$ cat config.mk
export PLATFORM = sky130hd
export DESIGN_NAME = duplicate_removal
export DESIGN_NICKNAME = d
export VERILOG_FILES = /design/src/rtl/dup_removal_pkg.sv /design/src/rtl/dup_match.sv /design/src/rtl/duplicate_removal.sv
export SDC_FILE = /design/constraint.sdc
export NUM_CORES = 1
export LEC_CHECK = 0
export BUFFER_PORTS_ARGS = -buffer_cell sky130_fd_sc_hd__buf_2
export CORE_ASPECT_RATIO = 1.1
export CORE_MARGIN = 3
export CORE_UTILIZATION = 25
export DETAILED_ROUTE_END_ITERATION = 10
export RECOVER_POWER = 25
export REMOVE_ABC_BUFFERS = 1
export SYNTH_ARGS = -nofsm -noshare
export SYNTH_HDL_FRONTEND = slang
export SYNTH_SLANG_ARGS = --single-unit
export TNS_END_PERCENT = 30
$ cat constraint.sdc
create_clock -name clk -period 8.7 [get_ports clk]
set_clock_uncertainty 0.15 [all_clocks]
set_input_delay 0.87 -clock clk [delete_from_list [all_inputs] [get_ports clk]]
set_output_delay 0.87 -clock clk [all_outputs]
set_load 0.03 [all_outputs]
$ cat src/rtl/dup_removal_pkg.sv
// Shared types for the duplicate-removal block: FSM state encoding and count-width helper.
package dup_removal_pkg;

    typedef enum logic [1:0] {
        IDLE = 2'd0,
        SCAN = 2'd1,
        DONE = 2'd2
    } state_t;

    function automatic int cnt_w(input int n);
        return $clog2(n + 1);
    endfunction

endpackage

$ cat src/rtl/dup_match.sv
// Parallel compare of one element against the result slots that are currently occupied.
module dup_match
    import dup_removal_pkg::*;
#(
    parameter int N = 8,
    parameter int W = 8
) (
    input  logic [W-1:0]          elem,
    input  logic [W*N-1:0]        slots,
    input  logic [cnt_w(N)-1:0]   count,
    output logic                  hit
);

    always_comb begin
        hit = 1'b0;
        for (int i = 0; i < N; i++) begin
            if ((i < int'(count)) && (slots[W*i +: W] == elem)) begin
                hit = 1'b1;
            end
        end
    end

endmodule

$ cat src/rtl/duplicate_removal.sv
// Removes repeated values from an N-element vector, one element per cycle, keeping first-occurrence order.
// Optional dup_count output is enabled by defining DUPLICATE_REMOVAL_DUP_COUNT_EN.
module duplicate_removal
    import dup_removal_pkg::*;
#(
    parameter int N = 8,
    parameter int W = 8
) (
    input  logic                  clk,
    input  logic                  rst_n,
    input  logic                  in_valid,
    output logic                  in_ready,
    input  logic [W*N-1:0]        arr,
    output logic                  out_valid,
    output logic [W*N-1:0]        out,
    output logic [cnt_w(N)-1:0]   unique_count
`ifdef DUPLICATE_REMOVAL_DUP_COUNT_EN
    ,
    output logic [cnt_w(N)-1:0]   dup_count
`endif
);

    localparam int CW = cnt_w(N);
    localparam int IW = $clog2(N);

    state_t          state_q;
    state_t          state_d;
    logic [IW-1:0]   idx_q;
    logic [CW-1:0]   count_q;
    logic [CW-1:0]   count_d;
    logic [W*N-1:0]  arr_q;
    logic [W*N-1:0]  slots_q;
    logic [W*N-1:0]  slots_d;
    logic [W-1:0]    elem;
    logic            hit;
    logic            accept;
    logic            last;

    assign in_ready  = (state_q != SCAN);
    assign out_valid = (state_q == DONE);
    assign accept    = in_valid && in_ready;
    assign elem      = arr_q[W*idx_q +: W];
    assign last      = (idx_q == IW'(N - 1));

    dup_match #(
        .N (N),
        .W (W)
    ) u_match (
        .elem  (elem),
        .slots (slots_q),
        .count (count_q),
        .hit   (hit)
    );

    always_comb begin
        state_d = state_q;
        case (state_q)
            IDLE:    if (accept) state_d = SCAN;
            SCAN:    if (last)   state_d = DONE;
            DONE:    if (accept) state_d = SCAN;
            default: state_d = IDLE;
        endcase
    end

    // A miss appends the element at the next free slot; unused slots stay zero from the accept clear.
    always_comb begin
        slots_d = slots_q;
        count_d = count_q;
        if (!hit) begin
            slots_d[W*int'(count_q) +: W] = elem;
            count_d = count_q + CW'(1);
        end
    end

    always_ff @(posedge clk or negedge rst_n) begin
        if (!rst_n) begin
            state_q <= IDLE;
        end else begin
            state_q <= state_d;
        end
    end

    // Published result only changes on the final scan edge, so it holds through a following scan.
    always_ff @(posedge clk or negedge rst_n) begin
        if (!rst_n) begin
            arr_q        <= '0;
            slots_q      <= '0;
            count_q      <= '0;
            idx_q        <= '0;
            out          <= '0;
            unique_count <= '0;
        end else if (accept) begin
            arr_q   <= arr;
            slots_q <= '0;
            count_q <= '0;
            idx_q   <= '0;
        end else if (state_q == SCAN) begin
            slots_q <= slots_d;
            count_q <= count_d;
            idx_q   <= idx_q + IW'(1);
            if (last) begin
                out          <= slots_d;
                unique_count <= count_d;
            end
        end
    end

`ifdef DUPLICATE_REMOVAL_DUP_COUNT_EN
    always_ff @(posedge clk or negedge rst_n) begin
        if (!rst_n) begin
            dup_count <= '0;
        end else if (!accept && (state_q == SCAN) && last) begin
            dup_count <= CW'(N) - count_d;
        end
    end
`endif

endmodule

=== Word level (Yosys, flattened, before mapping) ===
Cells that the tools add are included.

* $lt $le $gt $ge: 8
* Muxes and demuxes: 20
* Div/mod/pow operators: 0
* Multiply operators: 0
* Reduce and logical (&&, ||, !) cells: 14
* Equal/unequal tests: 14
* Shift-type cells: 3
* $add $sub $neg: 3
* Bitwise gates (word level): 1

{| class="wikitable"
|+ Operators with widths
! operator !! number
|-
| two-way mux 64 bit || 3
|-
| bitwise mux 64 bit || 1
|-
| equality test 8 bit || 8
|-
| variable shift 8 x 33 -> 64 bit (first input constant) || 1
|-
| variable part select 64 x 7 -> 8 bit || 1
|-
| variable part select 8 x 33 -> 64 bit || 1
|-
| negation 7 -> 33 bit || 1
|-
| less-than comparator 3 x 4 -> 1 bit (first input constant) || 4
|-
| two-way mux 4 bit || 3
|-
| logical AND 1 bit || 9
|-
| less-than comparator 1 x 4 -> 1 bit (first input constant) || 2
|-
| less-than comparator 2 x 4 -> 1 bit (first input constant) || 2
|-
| two-way mux 1 bit || 8
|-
| two-way mux 3 bit || 2
|-
| adder 4 x 1 -> 4 bit (second input constant) || 1
|-
| two-way mux 2 bit || 2
|-
| inequality test 2 x 1 -> 1 bit (second input constant) || 2
|-
| case mux 2 bit (2 select lines) || 1
|-
| adder 3 x 1 -> 3 bit (second input constant) || 1
|-
| equality test 3 bit (second input constant) || 1
|-
| AND reduction 3 bit || 1
|-
| equality test 2 x 1 -> 1 bit (second input constant) || 1
|-
| equality test 2 bit (second input constant) || 1
|-
| logical NOT 2 bit || 1
|-
| other kinds (5) || 5
|}

* Memories: 0
* Input port bits: 67
* Bits in writable memories: 0
* Memory bits (read-only): 0
* Latch bits: 0
* Output and inout bits: 70
* Register bits after elaboration: 205
* Logic and storage cells: 70

=== Longest topological paths before layout ===
Gate-level depths: netlist of the first run.

* Depth in word-level cells: 14
* Mapped depth: 15
* Depth with buffers taken out: 11

=== Hierarchy ===
Synthesis of the first run repeated with hierarchy kept, for this count alone.

* Cells, all modules: 820
* Area total of the unflattened synthesis: 9,741.8 um^2

{| class="wikitable"
|+ By module, submodules not included
! module !! instances !! area an instance (um^2) !! cells an instance !! sequential area each (um^2)
|-
| duplicate_removal || 1 || 8,884.8 || 716 || 5,129.9
|-
| dup_match || 1 || 857.1 || 104 || 0.0
|}

=== Worst setup path before layout of the first run ===
OpenSTA, ideal clock, no wires.

* Path type: reg-to-reg
* Start: register idx_q[0]
* End: register slots_q[56]
* Clock period less this slack: 3.430 ns
* Data required time: 8.429 ns
* Buffers on the path: 5
* Stages on the path, launching flop included: 15
* Path slack: 5.270 ns
* Arrival: 3.159 ns
* Path through: dfrtp_1 -> buf_6 -> buf_6 -> mux4_2 -> mux2i_4 -> buf_6 -> xnor2_1 -> nand3_1 -> nor4_1 -> a221oi_4 -> and4_1 -> buf_2 -> and3_1 -> buf_2 -> a22o_1

* Word-level cells in the longest chain between the ends: 14
* Elaborated cells on any way between the ends: 30
* Those cells by class: 8 x eq/ne; 2 x shift; 12 x mux; 8 x reduce/logical

{| class="wikitable"
|+ Ends and longest elaborated chain
! item !! RTL line !! source
|-
| start: declaration || duplicate_removal.sv:28 || <nowiki>logic [IW-1:0] idx_q;</nowiki>
|-
| start signal: assignment || duplicate_removal.sv:100 || <nowiki>idx_q <= idx_q + IW'(1);</nowiki>
|-
| variable part select 64 x 7 -> 8 bit (*) || duplicate_removal.sv:42 || <nowiki>assign elem = arr_q[W*idx_q +: W];</nowiki>
|-
| equality test 8 bit || dup_match.sv:17 || <nowiki>if ((i < int'(count)) && (slots[W*i +: W] == elem)) begin</nowiki>
|-
| logical AND 1 bit || dup_match.sv:17 ||
|-
| two-way mux 1 bit (8 in series) || dup_match.sv:17 ||
|-
| two-way mux 64 bit (*) || duplicate_removal.sv:69 || <nowiki>if (!hit) begin</nowiki>
|-
| two-way mux 64 bit (*) || duplicate_removal.sv:97 || <nowiki>end else if (state_q == SCAN) begin</nowiki>
|-
| two-way mux 64 bit (*) || duplicate_removal.sv:92 || <nowiki>end else if (accept) begin</nowiki>
|-
| end signal: assignment || duplicate_removal.sv:98 || <nowiki>slots_q <= slots_d;</nowiki>
|-
| end: declaration || duplicate_removal.sv:32 || <nowiki>logic [W*N-1:0] slots_q;</nowiki>
|}

Mark *: on every way between the ends. The rest lies on a longest branch, timed or not. The select of a mux whose other input is x is not followed.
A chain may end at the register's enable or synchronous reset.

=== Worst setup path in the final report of the first run ===
* Start: register idx_q[0]
* End: register out[57]

* Word-level cells in the longest chain between the ends: 12
* Elaborated cells on any way between the ends: 30
* Those cells by class: 9 x eq/ne; 2 x shift; 10 x mux; 9 x reduce/logical

{| class="wikitable"
|+ Ends and longest elaborated chain
! item !! RTL line !! source
|-
| variable part select 64 x 7 -> 8 bit || duplicate_removal.sv:42 ||
|-
| equality test 8 bit || dup_match.sv:17 ||
|-
| logical AND 1 bit || dup_match.sv:17 ||
|-
| two-way mux 1 bit (8 in series) || dup_match.sv:17 ||
|-
| two-way mux 64 bit || duplicate_removal.sv:69 ||
|-
| end signal: assignment || duplicate_removal.sv:102 || <nowiki>out <= slots_d;</nowiki>
|-
| end: declaration || duplicate_removal.sv:15 || <nowiki>output logic [W*N-1:0] out,</nowiki>
|}

Several ways; a longest one is shown, not always the timed one.

==> results.yml, run 1 <==
global_routing:
  grt_max_degree: 71
  antenna_found_initial: 0
  grt_pass1_wl_um: 50500
  grt_overflow_total: 0
  track_usage: 0.141
  grt_pass1_vias: 8306
synthesis:
  ys_seq_area_frac: 0.485
  synth_edf_count: 0
  post_synth_num_cell_types: 61
  ys.warnings.count: 0
  ys.flop_type: "dfrtp_1"
  async_reset_ff_frac: 1.00
  synth_cells: 980
  ys_seq_elements: 205
  avgSynthCellArea_sq_um: 10.8
  syn_area_sq_um: 10600
sta:
  fmax_mhz: 196
  rsz0062_at_grt: "false"
  hold_viol: 0
  relSlewSlack: -1.52
  worstMarginPinSlew_ns: 3.77
  finalCritPeriodShare: 0.586
  maxSlewViolCount: 71
  min_period_ns: 5.10
  worst_slack_ns: 3.60
  tns_ns: 0
  setup_viol: 0
clocking:
  h-tree-depth: 1
  clkSinkCount: 205
  cts-root-buf: "clkbuf_16"
  cts_tree: "done"
  clkTransAtPathRegs_ns: 0.06
  clk_path_buf_depth: 3
  insertion_delay_ns: 0.53
  post_cts_buffers: 0
  numCtsBuffers: 25
  cts_resized: 0
  hold_buffers: 0
worst_setup_path:
  regToRegEndpoint: "out[57]$_DFFE_PN0P_"
  required_ns: 8.98
  critPathSlowestCell: "dfrtp_1"
  slowest_delay_ns: 1.19
  start_kind: "flip-flop"
  cp.depth: 9
  crit_chain: "mux2_1 > a2bb2o_1 > nor2_1 > xnor2_1 > nor3_1 > a31oi_1 > nand4_4 > or3_1 > o221ai_1"
  regToRegSetupSlack_ns: 3.60
  timing.rr.start: "idx_q[0]$_DFFE_PN0P_"
  crit_fanout: 26
  critical_path.top_delay_family: "simple AND/OR/NAND/NOR gates"
  arrival_ns: 5.37
  criticalPathCategory: "flip-flop to flip-flop"
  rr_worst_depth: 9
  path_buf_inv: 0
  crit_path_end_kind: "flip-flop"
drt:
  drc: 0
  wire_per_inst_um: 19.5
  via_per_inst: 5.01
  postRouteAntennaNets: 0
  drt_iter0_markers: 618
  dr.pass1.iters: 5
  vias: 8344
  drt_wl_total_um: 32500
min_path:
  hold_depth: 2
  min_to: "out[48]$_DFFE_PN0P_"
  hp-class: "flip-flop to flip-flop"
  min_from: "out[48]$_DFFE_PN0P_"
pwr:
  p_sw_w: 0.00251
  p_int_w: 0.00305
  pwr-share-clk: 0.212
  powerDensity_nw_per_um2: 439
  power_leakage_nw: 5.52
  swShare: 0.451
  power_frac_seq: 0.307
  peakVddDrop_uv: 212
  p_comb_frac: 0.481
run_status:
  violations: "capacitance limit, slew limit"
  run_status: "complete, but fails checks"
floorplanning:
  row_count: 78
  fp.dieH_um: 222
  design.portCount: 137
  start_util: 0.255
  die_x_um: 202
  die_area_sq_um: 44800
  core_sq_um: 41500
placed_design:
  portBuffers: 136
  dpl-instance-area_sq_um: 11800
  gp_congestion: 0.864
  pre_cts_ws_ns: 3.65
  hpwl_um: 23100
cells_and_area:
  drive_gt1_frac: 0.262
  area_delta_synth_final_pct: 19.8
  final_nets: 1161
  fin_area_sq_um: 12700
  final_common_cell: "dfrtp_1"
  diodes: 0
  mostFrequentLayoutCells: "205 x dfrtp_1, 135 x buf_2, 106 x nand2_1"
job:
  cap_violations: 1
## cell usage after synthesis (3+ instances only)
cell / n / area (sq um)
inv_1: 25 / 93.8
clkbuf_1: 46 / 173
o211ai_1: 38 / 285
nor3_1: 17 / 85.1
buf_6: 5 / 56.3
o21ai_0: 21 / 105
a221o_1: 24 / 240
nand2_1: 108 / 405
xnor2_1: 34 / 298
a22oi_1: 4 / 30.0
a21oi_1: 22 / 110
and2_1: 18 / 113
and3_1: 8 / 50.1
a31oi_1: 7 / 43.8
o311ai_0: 4 / 35.0
mux4_2: 7 / 158
nor2b_1: 6 / 37.5
xor2_1: 17 / 149
or4_1: 3 / 22.5
mux2i_4: 3 / 67.6
buf_2: 13 / 65.1
o2bb2ai_1: 8 / 70.1
o22ai_1: 4 / 25.0
mux2i_1: 31 / 310
nand3_1: 84 / 420
nand4_1: 4 / 25.0
mux2_2: 68 / 766
a22o_1: 27 / 236
nor4_4: 3 / 63.8
ha_1: 7 / 87.6
or3_1: 13 / 81.3
o31a_1: 4 / 35.0
dfrtp_1: 205 / 5130
o221ai_1: 18 / 158
nor4_1: 4 / 25.0
nor2_1: 33 / 124
## per-stage QoR
step | hold slack, ns | utilization | cells | total power, W
final | 0.317 | 0.306 | 1666 | 0.00556
after global routing | 0.346 | 0.306 | 1666 | 0.00590
after CTS | 0.224 | 0.306 | 1666 | 0.00560
after detailed placement | 0.312 | 0.283 | 1620 | 0.00441
after global placement | 0.313 | 0.283 | 1620 | 0.00439
after floorplan | 0.308 | - | 913 | 0.00348
## power by group through the flow
stage / Clock [W] / Sequential (W) / Combinational [W]
floorplan: 0 / 0.00181 / 0.00167
finish: 0.00118 / 0.00171 / 0.00268
CTS: 0.00120 / 0.00171 / 0.00270
global route: 0.00124 / 0.00177 / 0.00290
global placement: 0 / 0.00172 / 0.00267
detailed placement: 0 / 0.00173 / 0.00268
## logic make-up after synthesis
family | synth area share
xor+xnor | 0.0422
simple gates | 0.153
flops | 0.485
compound gates | 0.148
buf+inv | 0.0388
mux | 0.125
fa+ha+maj | 0.00828
## state kept, by name, summed over array words and instances (netlist names)
name and flops:
arr_q 64, out 64, slots_q 64, count_q 4, unique_count 4, idx_q 3
state_q 2
## cell type report
cell class	count	area (sq um)
flip-flops and latches	205	5130
well taps	560	701
fillers	4293	28800
repair buffers	147	762
clock buffers	29	661
inverters	26	97.6
clock inverters	17	274
multi-input cells	682	5050
## worst reg2reg max path: stages, from the launching register on
cell and delay (ns):
dfrtp_1 1.19, mux2_1 0.31, a2bb2o_1 0.42, nor2_1 0.80, xnor2_1 0.20, nor3_1 0.08, a31oi_1 0.42, nand4_4 0.49
or3_1 0.68, o221ai_1 0.26
## routing by layer
| metal | share of wire | up-vias | wire length, um | global-route usage |
|---|---|---|---|---|
| li1 | - | 3842 | - | - |
| met1 | 0.45 | 4159 | 14600 | 0.197 |
| met2 | 0.47 | 301 | 15100 | 0.225 |
| met3 | 0.066 | 42 | 2150 | 0.0273 |
| met4 | 0.020 | 0 | 651 | 0.0340 |
| met5 | 0 | - | 0 | 0 |
## how the worst max path moves through the flow
stage	startpoint	end
2_1_floorplan	state_q[0]$_DFFE_PN0P_	slots_q[28]$_DFFE_PN0P_
3_3_place_gp	idx_q[0]$_DFFE_PN0P_	out[39]$_DFFE_PN0P_
3_5_place_dp	idx_q[0]$_DFFE_PN0P_	out[34]$_DFFE_PN0P_
4_1_cts	idx_q[0]$_DFFE_PN0P_	out[34]$_DFFE_PN0P_
5_1_grt	idx_q[0]$_DFFE_PN0P_	out[34]$_DFFE_PN0P_
6_report	idx_q[0]$_DFFE_PN0P_	out[57]$_DFFE_PN0P_
No activity file was read; power rests on OpenSTA's default activity.
==> run 2, diff against run 1 <==
- ABC_AREA: default -> 1
- clock period: 8.7 -> 5.01 ns (I/O delays scaled with it)
==> run 2 against run 1 <==
The flow still finishes with violations (capacitance limit, slew limit). Largest cell class is now multi-input gates. Critical path depth increased by 7. Setup slack got worse by 2.7 ns. Register-to-register slack got worse by 2.7 ns. Critical endpoint is now out[36]$_DFFE_PN0P_. Wire length increased by 27%. Final cell count increased by 52%.
==> results.yml, run 2 <==
sta:
  worstMarginPinSlew_ns: 3.38
  hold_viol: 0
  fmax_mhz: 243
  rsz0062_at_grt: "false"
  hold_ws_ns: 0.0379
  min_period_ns: 4.12
  setup_viol: 0
  tns_ns: 0
  relSlewSlack: -1.25
  finalCritPeriodShare: 0.822
  maxSlewViolCount: 139
floorplanning:
  core_sq_um: 47100
  row_count: 83
  start_util: 0.256
  die_area_sq_um: 50900
  fp.dieH_um: 236
  die_x_um: 215
  design.portCount: 137
global_routing:
  grtUsageMet3: 0.0229
  grt_use_met2: 0.267
  grtUsageMet1: 0.219
  grt_overflow_total: 0
  grt_pass1_wl_um: 65300
  antenna_found_initial: 0
  grt-busiest-layer: "met2"
  grt_pass1_vias: 11462
  track_usage: 0.159
  grt_max_degree: 76
worst_setup_path:
  crit_path_end_kind: "flip-flop"
  crit_start: "count_q[0]$_DFFE_PN0P_"
  start_kind: "flip-flop"
  crit_fanout: 45
  timing.rr.start: "count_q[0]$_DFFE_PN0P_"
  arrival_ns: 4.39
  rr_worst_depth: 16
  endpoint: "out[36]$_DFFE_PN0P_"
  required_ns: 5.28
  regToRegEndpoint: "out[36]$_DFFE_PN0P_"
  criticalPathCategory: "flip-flop to flip-flop"
  regToRegSetupSlack_ns: 0.89
clocking:
  clk_path_buf_depth: 3
  insertion_delay_ns: 0.56
  post_cts_buffers: 0
  numCtsBuffers: 25
  clkTransAtPathRegs_ns: 0.06
  hold_buffers: 2
  cts_resized: 0
  clkSinkCount: 205
  cts-root-buf: "clkbuf_16"
  h-tree-depth: 1
  cts_tree: "done"
drt:
  via_per_inst: 4.65
  drt_wl_total_um: 41300
  wire_per_inst_um: 16.3
  dr.pass1.iters: 6
  drt_iter0_markers: 919
  vias: 11762
  drc: 0
  postRouteAntennaNets: 0
synthesis:
  avgSynthCellArea_sq_um: 6.74
  synthMostInstantiatedCell: "nand2_1"
  post_synth_num_cell_types: 32
  ys.flop_type: "dfrtp_1"
  synth_common_cells: "762 x nand2_1, 205 x dfrtp_1, 181 x nand3_1, 140 x inv_1, 137 x nor2_1"
  synth_edf_count: 0
  synth_top_area_share: 0.425
  synthAdderAreaFrac: 0.00726
  synthTopCellsByArea: "dfrtp_1 43%, nand2_1 24%, nand3_1 7.5%, inv_1 4.4%, nor2_1 4.3%"
  synth_compound_area_frac: 0.0589
  synthSimpleGateAreaFrac: 0.408
  synth_xor_area_frac: 0.0116
  ys.warnings.count: 0
  async_reset_ff_frac: 1.00
  synth.area.mux_share: 0.00187
  synth_cells: 1790
  synth_top_family_by_area: "simple AND/OR/NAND/NOR gates"
  synth_top_area_cell: "dfrtp_1"
  ys_seq_elements: 205
  syn_area_sq_um: 12100
  ys_seq_area_frac: 0.425
cells_and_area:
  final_common_cell: "nand2_1"
  final_util: 0.298
  drive_gt1_frac: 0.104
  fillers: 5279
  mostFrequentLayoutCells: "761 x nand2_1, 205 x dfrtp_1, 181 x nand3_1"
  fin_cells: 2528
  reg.largest.list: "arr_q: 64 flops, out: 64 flops, slots_q: 64 flops"
  area_delta_synth_final_pct: 16.4
  diodes: 0
  final_nets: 1947
pwr:
  powerDensity_nw_per_um2: 654
  peakVddDrop_uv: 347
  power_leakage_nw: 7.52
run_status:
  violations: "capacitance limit, slew limit"
  run_status: "complete, but fails checks"
placed_design:
  place_inst: 2481
  gp_congestion: 0.918
  hpwl_um: 29500
  portBuffers: 136
job:
  cap_violations: 2
min_path:
  hp-class: "primary input to flip-flop"
run 2: cells by family (layout without fill, tap and decap cells):
kind of cell    Yosys count  in the layout
compound gates          138            138
xor+xnor                 16             16
fa+ha+maj                 7              7
buf+inv                 249            350
flops                   205            205
mux                       2              2
simple gates           1173           1173
run 2: routing by layer:
metal  wire (um)  share of wire  vias up
met3        2130          0.051       59
li1            -              -     5817
met4         873          0.021        0
met2       19300           0.47      375
met5           0              0        -
met1       19000           0.46     5511
run 2: worst max-delay path, cell delays in order, from the launching register on:
cell	delay [ns]
dfrtp_1	0.64
inv_2	0.34
ha_1	0.23
inv_1	0.06
nor2_1	0.19
clkinv_1	0.51
nand2_1	0.27
nor3_1	0.09
nand3_1	0.13
nand2_1	0.06
nor2_1	0.13
nand3_2	0.45
buf_12	0.38
nand2_1	0.09
nand2_1	0.07
nand2_1	0.07
nand2_1	0.07
run 2: power breakdown:
part           switching, W  internal (W)
clock              0.000748       0.00110
sequential         0.000353       0.00218
combinational       0.00359       0.00121
total               0.00469       0.00449
run 2: per-stage QoR:
step           total power [W]  instance area, sq um  setup WS (ns)
6_report               0.00918                 14000          0.890
5_1_grt                0.00987                 14000          0.378
4_1_cts                0.00926                 14100          0.891
3_5_place_dp           0.00735                 13200          0.921
3_3_place_gp           0.00734                 13200          0.870
2_1_floorplan          0.00558                 11600          0.608
run 2: worst min-delay path by stage:
stage | start | to | cells after the start
after floorplan | rst_n | arr_q[0]$_DFFE_PN0P_ | 0
after global placement | out[34]$_DFFE_PN0P_ | out[34]$_DFFE_PN0P_ | 2
after detailed placement | out[63]$_DFFE_PN0P_ | out[63]$_DFFE_PN0P_ | 2
after CTS | arr[19] | arr_q[19]$_DFFE_PN0P_ | 3
after global routing | arr[19] | arr_q[19]$_DFFE_PN0P_ | 3
final | arr[19] | arr_q[19]$_DFFE_PN0P_ | 3
run 2: cell type report:
class	instances	area (sq um)	share of cell area
Clock buffer	33	706	0.0503
Clock inverter	12	136	0.00971
Inverter	148	558	0.0397
Multi-Input combinational cell	1336	5890	0.420
Sequential cell	205	5130	0.365
Tap cell	637	797	0.0568
Timing Repair Buffer	157	821	0.0585
